$ cat src/rtl/ahbapbbridge_err_pkg.sv
// Shared types and constants for the AHB-Lite to APB bridge with error/timeout support.
package ahbapbbridge_err_pkg;

    typedef struct packed {
        int XLEN;
        int PA_BITS;
    } cvw_t;

    localparam cvw_t CVW_DEFAULT = '{XLEN: 32, PA_BITS: 34};

    typedef enum logic [1:0] {APB_IDLE, APB_SETUP, APB_ACCESS, APB_ERR2} apbstate_t;

    localparam int APB_TIMEOUT_DEFAULT = 256;

    // APB PPROT = {instruction, nonsecure, privileged}; AHB HPROT[0]=data, HPROT[1]=privileged
    function automatic logic [2:0] hprot_to_pprot(input logic [3:0] hprot);
        return {~hprot[0], 1'b0, hprot[1]};
    endfunction

endpackage

$ cat src/rtl/ahbapbbridge_err_apbrespmux.sv
// PSEL-indexed response mux: picks PREADY/PSLVERR/PRDATA of the selected slave.
module ahbapbbridge_err_apbrespmux #(
    parameter int PERIPHS = 2,
    parameter int XLEN    = 32
) (
    input  logic [PERIPHS-1:0]           psel,
    input  logic [PERIPHS-1:0]           pready,
    input  logic [PERIPHS-1:0]           pslverr,
    input  logic [PERIPHS-1:0][XLEN-1:0] prdata,
    output logic                         sel_ready,
    output logic                         sel_err,
    output logic [XLEN-1:0]              sel_rdata
);

    // Later iterations overwrite earlier ones, so the highest set index wins.
    always_comb begin
        sel_ready = 1'b0;
        sel_err   = 1'b0;
        sel_rdata = '0;
        for (int i = 0; i < PERIPHS; i++) begin
            if (psel[i]) begin
                sel_ready = pready[i];
                sel_err   = pslverr[i];
                sel_rdata = prdata[i];
            end
        end
    end

endmodule

$ cat src/rtl/ahbapbbridge_err.sv
// AHB-Lite to APB bridge: PSLVERR -> two-cycle AHB ERROR, PREADY watchdog, PPROT from HPROT.
module ahbapbbridge_err
    import ahbapbbridge_err_pkg::*;
#(
    parameter cvw_t P       = CVW_DEFAULT,
    parameter int   PERIPHS = 2,
    parameter int   TIMEOUT = APB_TIMEOUT_DEFAULT
) (
    input  logic                             clk,
    input  logic                             reset,
    input  logic [PERIPHS-1:0]               HSEL,
    input  logic [P.PA_BITS-1:0]             HADDR,
    input  logic [P.XLEN-1:0]                HWDATA,
    input  logic [P.XLEN/8-1:0]              HWSTRB,
    input  logic                             HWRITE,
    input  logic [1:0]                       HTRANS,
    input  logic [3:0]                       HPROT,
    input  logic                             HREADY,
    output logic [P.XLEN-1:0]                HRDATA,
    output logic                             HRESP,
    output logic                             HREADYOUT,
    output logic                             PCLK,
    output logic                             PRESETn,
    output logic [PERIPHS-1:0]               PSEL,
    output logic                             PENABLE,
    output logic                             PWRITE,
    output logic [31:0]                      PADDR,
    output logic [P.XLEN-1:0]                PWDATA,
    output logic [P.XLEN/8-1:0]              PSTRB,
    output logic [2:0]                       PPROT,
    input  logic [PERIPHS-1:0]               PREADY,
    input  logic [PERIPHS-1:0]               PSLVERR,
    input  logic [PERIPHS-1:0][P.XLEN-1:0]   PRDATA
);

    localparam int CW = (TIMEOUT > 0) ? $clog2(TIMEOUT + 1) : 1;
    localparam logic [CW-1:0] CNT_LAST = (TIMEOUT > 0) ? CW'(TIMEOUT - 1) : '0;

    apbstate_t           state_q, state_d;
    logic [PERIPHS-1:0]  psel_q, psel_d;
    logic                penable_q, penable_d;
    logic                pwrite_q, pwrite_d;
    logic [31:0]         paddr_q, paddr_d;
    logic [2:0]          pprot_q, pprot_d;
    logic [CW-1:0]       cnt_q, cnt_d;

    logic                start, go, timeout_hit;
    logic                sel_ready, sel_err;
    logic [P.XLEN-1:0]   sel_rdata;

    ahbapbbridge_err_apbrespmux #(.PERIPHS(PERIPHS), .XLEN(P.XLEN)) u_respmux (
        .psel      (psel_q),
        .pready    (PREADY),
        .pslverr   (PSLVERR),
        .prdata    (PRDATA),
        .sel_ready (sel_ready),
        .sel_err   (sel_err),
        .sel_rdata (sel_rdata)
    );

    assign start       = HREADY & HTRANS[1] & (|HSEL);
    assign timeout_hit = (TIMEOUT > 0) && (cnt_q == CNT_LAST);

    always_comb begin
        state_d   = state_q;
        psel_d    = psel_q;
        penable_d = penable_q;
        pwrite_d  = pwrite_q;
        paddr_d   = paddr_q;
        pprot_d   = pprot_q;
        cnt_d     = cnt_q;
        go        = 1'b0;
        HREADYOUT = 1'b1;
        HRESP     = 1'b0;
        HRDATA    = '0;
        case (state_q)
            APB_IDLE: go = start;
            APB_SETUP: begin
                HREADYOUT = 1'b0;
                state_d   = APB_ACCESS;
                penable_d = 1'b1;
            end
            APB_ACCESS: begin
                if (sel_ready && !sel_err) begin
                    HRDATA    = sel_rdata;
                    go        = start;
                    state_d   = APB_IDLE;
                    psel_d    = '0;
                    penable_d = 1'b0;
                end else if (sel_ready || timeout_hit) begin
                    // First half of the AHB ERROR response; bus still stalled.
                    HREADYOUT = 1'b0;
                    HRESP     = 1'b1;
                    state_d   = APB_ERR2;
                    psel_d    = '0;
                    penable_d = 1'b0;
                end else begin
                    HREADYOUT = 1'b0;
                    if (cnt_q != '1) cnt_d = cnt_q + 1'b1;
                end
            end
            APB_ERR2: begin
                HRESP   = 1'b1;
                go      = start;
                state_d = APB_IDLE;
            end
            default: state_d = APB_IDLE;
        endcase
        if (go) begin
            state_d   = APB_SETUP;
            psel_d    = HSEL;
            penable_d = 1'b0;
            pwrite_d  = HWRITE;
            paddr_d   = HADDR[31:0];
            pprot_d   = hprot_to_pprot(HPROT);
            cnt_d     = '0;
        end
    end

    always_ff @(posedge clk) begin
        if (reset) begin
            state_q   <= APB_IDLE;
            psel_q    <= '0;
            penable_q <= 1'b0;
            pwrite_q  <= 1'b0;
            paddr_q   <= '0;
            pprot_q   <= '0;
            cnt_q     <= '0;
        end else begin
            state_q   <= state_d;
            psel_q    <= psel_d;
            penable_q <= penable_d;
            pwrite_q  <= pwrite_d;
            paddr_q   <= paddr_d;
            pprot_q   <= pprot_d;
            cnt_q     <= cnt_d;
        end
    end

    assign PCLK    = clk;
    assign PRESETn = ~reset;
    assign PSEL    = psel_q;
    assign PENABLE = penable_q;
    assign PWRITE  = pwrite_q;
    assign PADDR   = paddr_q;
    assign PPROT   = pprot_q;
    assign PWDATA  = HWDATA;
    assign PSTRB   = pwrite_q ? HWSTRB : '0;

    generate
        if (P.PA_BITS > 32) begin : g_unused_addr
            logic unused_haddr;
            assign unused_haddr = ^HADDR[P.PA_BITS-1:32];
        end
    endgenerate
    logic unused_ctl;
    assign unused_ctl = ^{HTRANS[0], HPROT[3:2]};

endmodule

$ cat config.mk
export PLATFORM = sky130hd
export DESIGN_NAME = ahbapbbridge_err
export DESIGN_NICKNAME = d
export VERILOG_FILES = /design/src/rtl/ahbapbbridge_err_pkg.sv /design/src/rtl/ahbapbbridge_err_apbrespmux.sv /design/src/rtl/ahbapbbridge_err.sv
export SDC_FILE = /design/constraint.sdc
export NUM_CORES = 1
export LEC_CHECK = 0
export BUFFER_PORTS_ARGS = -buffer_cell sky130_fd_sc_hd__buf_2
export CAP_MARGIN = 10
export CORE_AREA = 2 2 102 104
export DETAILED_ROUTE_END_ITERATION = 7
export DIE_AREA = 0 0 104 106
export PLACE_DENSITY = 0.72
export REMOVE_ABC_BUFFERS = 1
export SYNTH_ARGS = -nofsm -noshare
export SYNTH_HDL_FRONTEND = slang
export SYNTH_SLANG_ARGS = --single-unit
$ cat constraint.sdc
create_clock -name clk -period 6.1 [get_ports clk]
set_clock_uncertainty 0.2 [all_clocks]
set_input_delay 0.915 -clock clk [delete_from_list [all_inputs] [get_ports clk]]
set_output_delay 0.915 -clock clk [all_outputs]
set_load 0.02 [all_outputs]
Word-level counts from Yosys, hierarchy flattened
Index checks and enable logic that the tools add are counted.
{ "totals": {"input_bits": 150, "elab_cells": 66, "output_inout_bits": 111, "regBits": 49} }
{ "classes": {"n_eq_ne": 7, "reduce_logical": 17, "n_addsub": 1, "n_mux": 27, "bitwise_logic": 6} }
{ "op_table": {"columns": ["operator", "n"], "rows": [
  ["2-to-1 mux 32 bit", 4],
  ["2-to-1 mux 2 bit", 6],
  ["2-to-1 mux 1 bit", 11],
  ["adder 9 x 1 -> 9 bit (second input constant)", 1],
  ["== test 9 x 8 -> 1 bit (second input constant)", 1],
  ["inequality test 9 bit (second input constant)", 1],
  ["one-hot mux 1 bit (2 select lines)", 4],
  ["AND reduction 2 bit", 4],
  ["one-hot mux 2 bit (3 select lines)", 1],
  ["nonzero test 3 bit", 2],
  ["OR reduction 2 bit", 3],
  ["== test 2 bit (second input constant)", 2],
  ["2-to-1 mux 4 bit", 1],
  ["inequality test 4 bit (second input constant)", 1],
  ["inverter 1 bit", 4],
  ["AND reduction 4 bit", 1],
  ["nonzero test 2 bit", 2],
  ["nonzero test 4 bit", 1],
  ["inequality test 3 bit (second input constant)", 1],
  ["AND 1 bit", 2],
  ["== test 2 x 1 -> 1 bit (second input constant)", 1],
  ["logical NOT 2 bit", 1],
  ["logical AND 1 bit", 1],
  ["logical NOT 1 bit", 1],
  ["logical OR 1 bit", 1]
]} }

Logic depth before layout (Yosys ltp)
{ "depth": {"word_depth": 8, "depth_mapped": 9, "depth_no_buf": 8} }

Hierarchy
Synthesis repeated with hierarchy kept, for this count alone.
{ "hier_totals": {"hier_cells": 365, "area_unflattened_um2": 3096.7} }
{ "by_module_without_submodules": {"columns": ["module", "instances", "area_each_um2", "cells_each", "seq_area_each_um2"], "rows": [
  ["ahbapbbridge_err", 1, 2706.3, 318, 980.9],
  ["ahbapbbridge_err_apbrespmux", 1, 390.4, 47, 0.0]
]} }

==> results.md <==
Outcome:
- The flow ran to the end, and the final reports show no timing, DRC or antenna violations.

Synth:
- Yosys attributes the largest share of cell area to sky130_fd_sc_hd__dfxtp_1, sky130_fd_sc_hd__a41o_1, sky130_fd_sc_hd__buf_4, sky130_fd_sc_hd__a22oi_1, sky130_fd_sc_hd__a21oi_1.
- Of the post-synthesis cell area, the dominant cell type holds between 30% and 40%.
- By count the netlist is led by sky130_fd_sc_hd__dfxtp_1, sky130_fd_sc_hd__a21oi_1, sky130_fd_sc_hd__nor2_1, sky130_fd_sc_hd__nand2_1.
- The cell with the most instances after synthesis is sky130_fd_sc_hd__dfxtp_1.
- The cell type with the highest aggregate area in the netlist is sky130_fd_sc_hd__dfxtp_1.
- The number of different library cells used by synthesis comes to between 40 and 50.
- The mapped netlist covers about 0.003 sq mm.
- The number of synthesized flops with an enable pin is 0.
- After technology mapping, the gate count stands at roughly 370.
- For this run, the leading register cell type out of synthesis is sky130_fd_sc_hd__dfxtp_1.
- Of the synthesized area, sequential elements account for between 30% and 40%.
- For this run, asynchronously set or reset flops after synthesis account for 0%.
- The mean instance size in the synthesized netlist is 8.007 sq um.
- The total number of yosys warnings is 0.
- In this run, synthesis produced a sequential element count of between 40 and 50.

Placed design:
- The routability congestion estimate from global placement is 0.7600.
- Detailed placement ended at an HPWL of just over 7000 um.
- The number of placed cells counting well taps is between 600 and 700.
- Prior to clock tree synthesis, the placed netlist has a worst setup slack of 1.800 ns.
- The area of placed instances is between 0.003 and 0.004 sq mm.
- During placement, the flow inserted port buffers numbering 190.

Critical path:
- By startpoint and endpoint, the worst setup path is classified as clk2out.
- The arrival time of the worst setup path is ~3.4 ns.
- The most critical setup path has its startpoint at clk.
- STA puts the critical path data required time at roughly 5 ns.
- The launching point of the worst reg2reg path is state_q[1]$_SDFFE_PP0P_.
- The startpoint class of the critical path is a clock port.
- In this run the worst path has a maximum fanout of 2.
- The capturing element type of the critical path is a primary output.

Drt:
- The residual DRC count is 0.
- In this run the remaining antenna-violating nets after routing total 0.
- The via count normalized by instance count is ~5.1.
- The routed length per instance is between 15 and 20 um.
- The final wirelength is 9743 um.
- The first-pass detailed-route iteration total is 4.
- The total via count in the routed design is about 3300.
- The violation count after the first detailed-route iteration is between 150 and 200.

STA:
- The final setup violation count is 0.
- For the pin with the worst max-slew slack, the measured transition is 1.179 ns.
- Summed over all failing endpoints, the final setup total negative slack is 0 ns.
- The number of max-slew violations in the final report is 0.
- Setup repair after global routing left no endpoint under its margin.
- The number of failing hold endpoints at the final stage came to 0.
- The worst slew margin relative to its limit is 21.03%.
- Setup slack closes at 1.566 ns.

Power and ir drop:
- The total power density per cell area is roughly 230 mW/mm^2.
- The worst vdd rail ir drop is ~130 uV.
- The share of total power in sequential cells is 39.9%.
- The cell-internal power is approximately 0.63 mW.
- The switching power summed over all nets is just under 0.3 mW.
- The switching share of power is 31.87%.
- Summed over all cells, the static leakage comes to 2.089 nW.
- Per report_power, the combinational group accounts for 26.4% of the total.
- Power comes to just over 0.9 mW.
- The clock network accounts for approximately a third of the total power.

Floorplanning:
- For this design the top-level I/O count stands at between 200 and 300.
- The floorplan step defined a die boundary enclosing 0.01102 sq mm.
- In this run the vertical extent of the chip is between 100 and 150 um.
- The region available for standard cell placement spans approximately 0.010 sq mm.
- After floorplanning, the core was divided into 37 placement rows.
- The initial utilization of the core area, before any placement, comes to 29.87%.
- The die is 104 um wide.

Flow run:
- The count of max-cap constraint violations is 0.

GRT:
- Entering global routing, the biggest net connects between 70 and 80 pins.
- The total congestion overflow is 0.
- Global routing used 16.60% of the available tracks.
- The first global-routing pass estimated ~15000 um of wire.
- The via count of the first global-routing pass is between 3000 and 4000.
- The initial antenna violation count came to 0.

Worst hold path:
- The worst min-delay path class is reg2reg.
- The worst hold path begins at PPROT[2]$_SDFFE_PP0P_.

Final layout:
- Once layout is complete, the cells apart from fillers number roughly 650.
- Counting the fill cells in the layout gives 1035.
- Cells with a size suffix above 1 make up 42.24% of the layout.
- The number of nets at the end of the flow is 664.
- With fillers left out, the area of the finished cells amounts to 0.003931 sq mm.
- The synthesis-to-layout area growth is 31.63%.
- The number of antenna repair diodes is 0.

Clocking:
- The number of hold-repair buffers added at the cts stage is 0.
- Clock-pin slew was measured on the worst setup and hold paths at about 0.090 ns.
- The number of gates resized after cts is 0.
- TritonCTS built the clock tree.
- For the worst-skew pair, the clock arrives at the later sink with an insertion delay of 0.41 ns.
- The buffer count from post-CTS setup fixing is 0.
==> sequential cells by signal (all words and copies together), names as in the netlist <==
name,cells
cnt_q,9
PSEL,2
PADDR,32
state_q,2
PWRITE,1
PPROT,2
PENABLE,1
==> worst paths after layout <==
kind | endpoint | slack (ns) | cells past startpoint
worst max-delay path | PCLK | 1.57 | 3
worst min-delay path | PPROT[2]$_SDFFE_PP0P_ | 0.26 | 2
worst max register to register | cnt_q[8]$_SDFFE_PP0P_ | 3.47 | 7
worst min register to register | PPROT[2]$_SDFFE_PP0P_ | 0.26 | 2
==> logic make-up after synthesis <==
group	count (synthesis)	synth area share (%)
compound gates	122	30.04
mux	3	1.005
simple gates	112	18.14
flops	49	32.84
buf+inv	77	14.45
xor+xnor	3	0.8799
fa+ha+maj	6	2.514
other cells	1	0.1256
==> power groups by stage <==
stage | logic [mW] | registers [mW] | clock network, mW
global route | 0.266 | 0.371 | 0.336
global placement | 0.236 | 0.372 | 0.0153
CTS | 0.245 | 0.367 | 0.320
floorplan | 0.118 | 0.403 | 0
finish | 0.243 | 0.367 | 0.310
detailed placement | 0.243 | 0.374 | 0.0153
==> metrics by stage <==
stage | utilization (%) | hold WS (ns)
3_5_place_dp | 37.55 | 0.2526
6_report | 39.31 | 0.2635
5_1_grt | 39.31 | 0.3083
3_3_place_gp | 37.55 | 0.2497
4_1_cts | 39.16 | 0.2690
2_1_floorplan | - | 0.2460
==> worst max-delay path, cell delays in order <==
cell                       delay (ns)
sky130_fd_sc_hd__clkbuf_8        0.11
sky130_fd_sc_hd__clkbuf_8        0.11
sky130_fd_sc_hd__buf_2           0.15
==> per-layer routing <==
layer / vias to the layer above / part of all wire, % / wire length, um / track usage [%]
met1: 1510 / 40 / 3931 / 18.22
met3: 7 / 15 / 1492 / 11.65
met5: - / 0 / 0 / 2.381
met4: 0 / 0.92 / 90 / 4.826
met2: 203 / 43 / 4228 / 25.52
li1: 1589 / - / - / -
==> final cells by class <==
| type | instances | area (sq um) | share of cell area (%) |
|---|---|---|---|
| Inverter | 7 | 26.28 | 0.6684 |
| Sequential cell | 49 | 980.9 | 24.95 |
| Tap cell | 136 | 170.2 | 4.328 |
| Clock buffer | 10 | 128.9 | 3.278 |
| Timing Repair Buffer | 194 | 991.0 | 25.21 |
| Clock inverter | 2 | 37.54 | 0.9548 |
| Multi-Input combinational cell | 247 | 1597 | 40.61 |
==> cells in the final DEF, fill, tap and decap left out, types with 2 or more instances in the layout <==
cell type	count
sky130_fd_sc_hd__buf_2	190
sky130_fd_sc_hd__dfxtp_1	49
sky130_fd_sc_hd__a21oi_1	41
sky130_fd_sc_hd__nor2_1	40
sky130_fd_sc_hd__nand2_1	39
sky130_fd_sc_hd__a41o_1	34
sky130_fd_sc_hd__a22oi_1	32
sky130_fd_sc_hd__clkbuf_8	9
sky130_fd_sc_hd__inv_1	6
sky130_fd_sc_hd__ha_1	6
sky130_fd_sc_hd__nand3_1	5
sky130_fd_sc_hd__and2_1	4
sky130_fd_sc_hd__buf_4	4
sky130_fd_sc_hd__o31ai_1	3
sky130_fd_sc_hd__o21ai_0	3
sky130_fd_sc_hd__or3_1	3
sky130_fd_sc_hd__xnor2_1	3
sky130_fd_sc_hd__mux2i_1	3
sky130_fd_sc_hd__and3b_1	2
sky130_fd_sc_hd__nand2b_1	2
sky130_fd_sc_hd__a211oi_1	2
sky130_fd_sc_hd__nand4b_1	2
sky130_fd_sc_hd__or4_1	2
sky130_fd_sc_hd__nor4_1	2
Power figures use the tool's default switching activity.
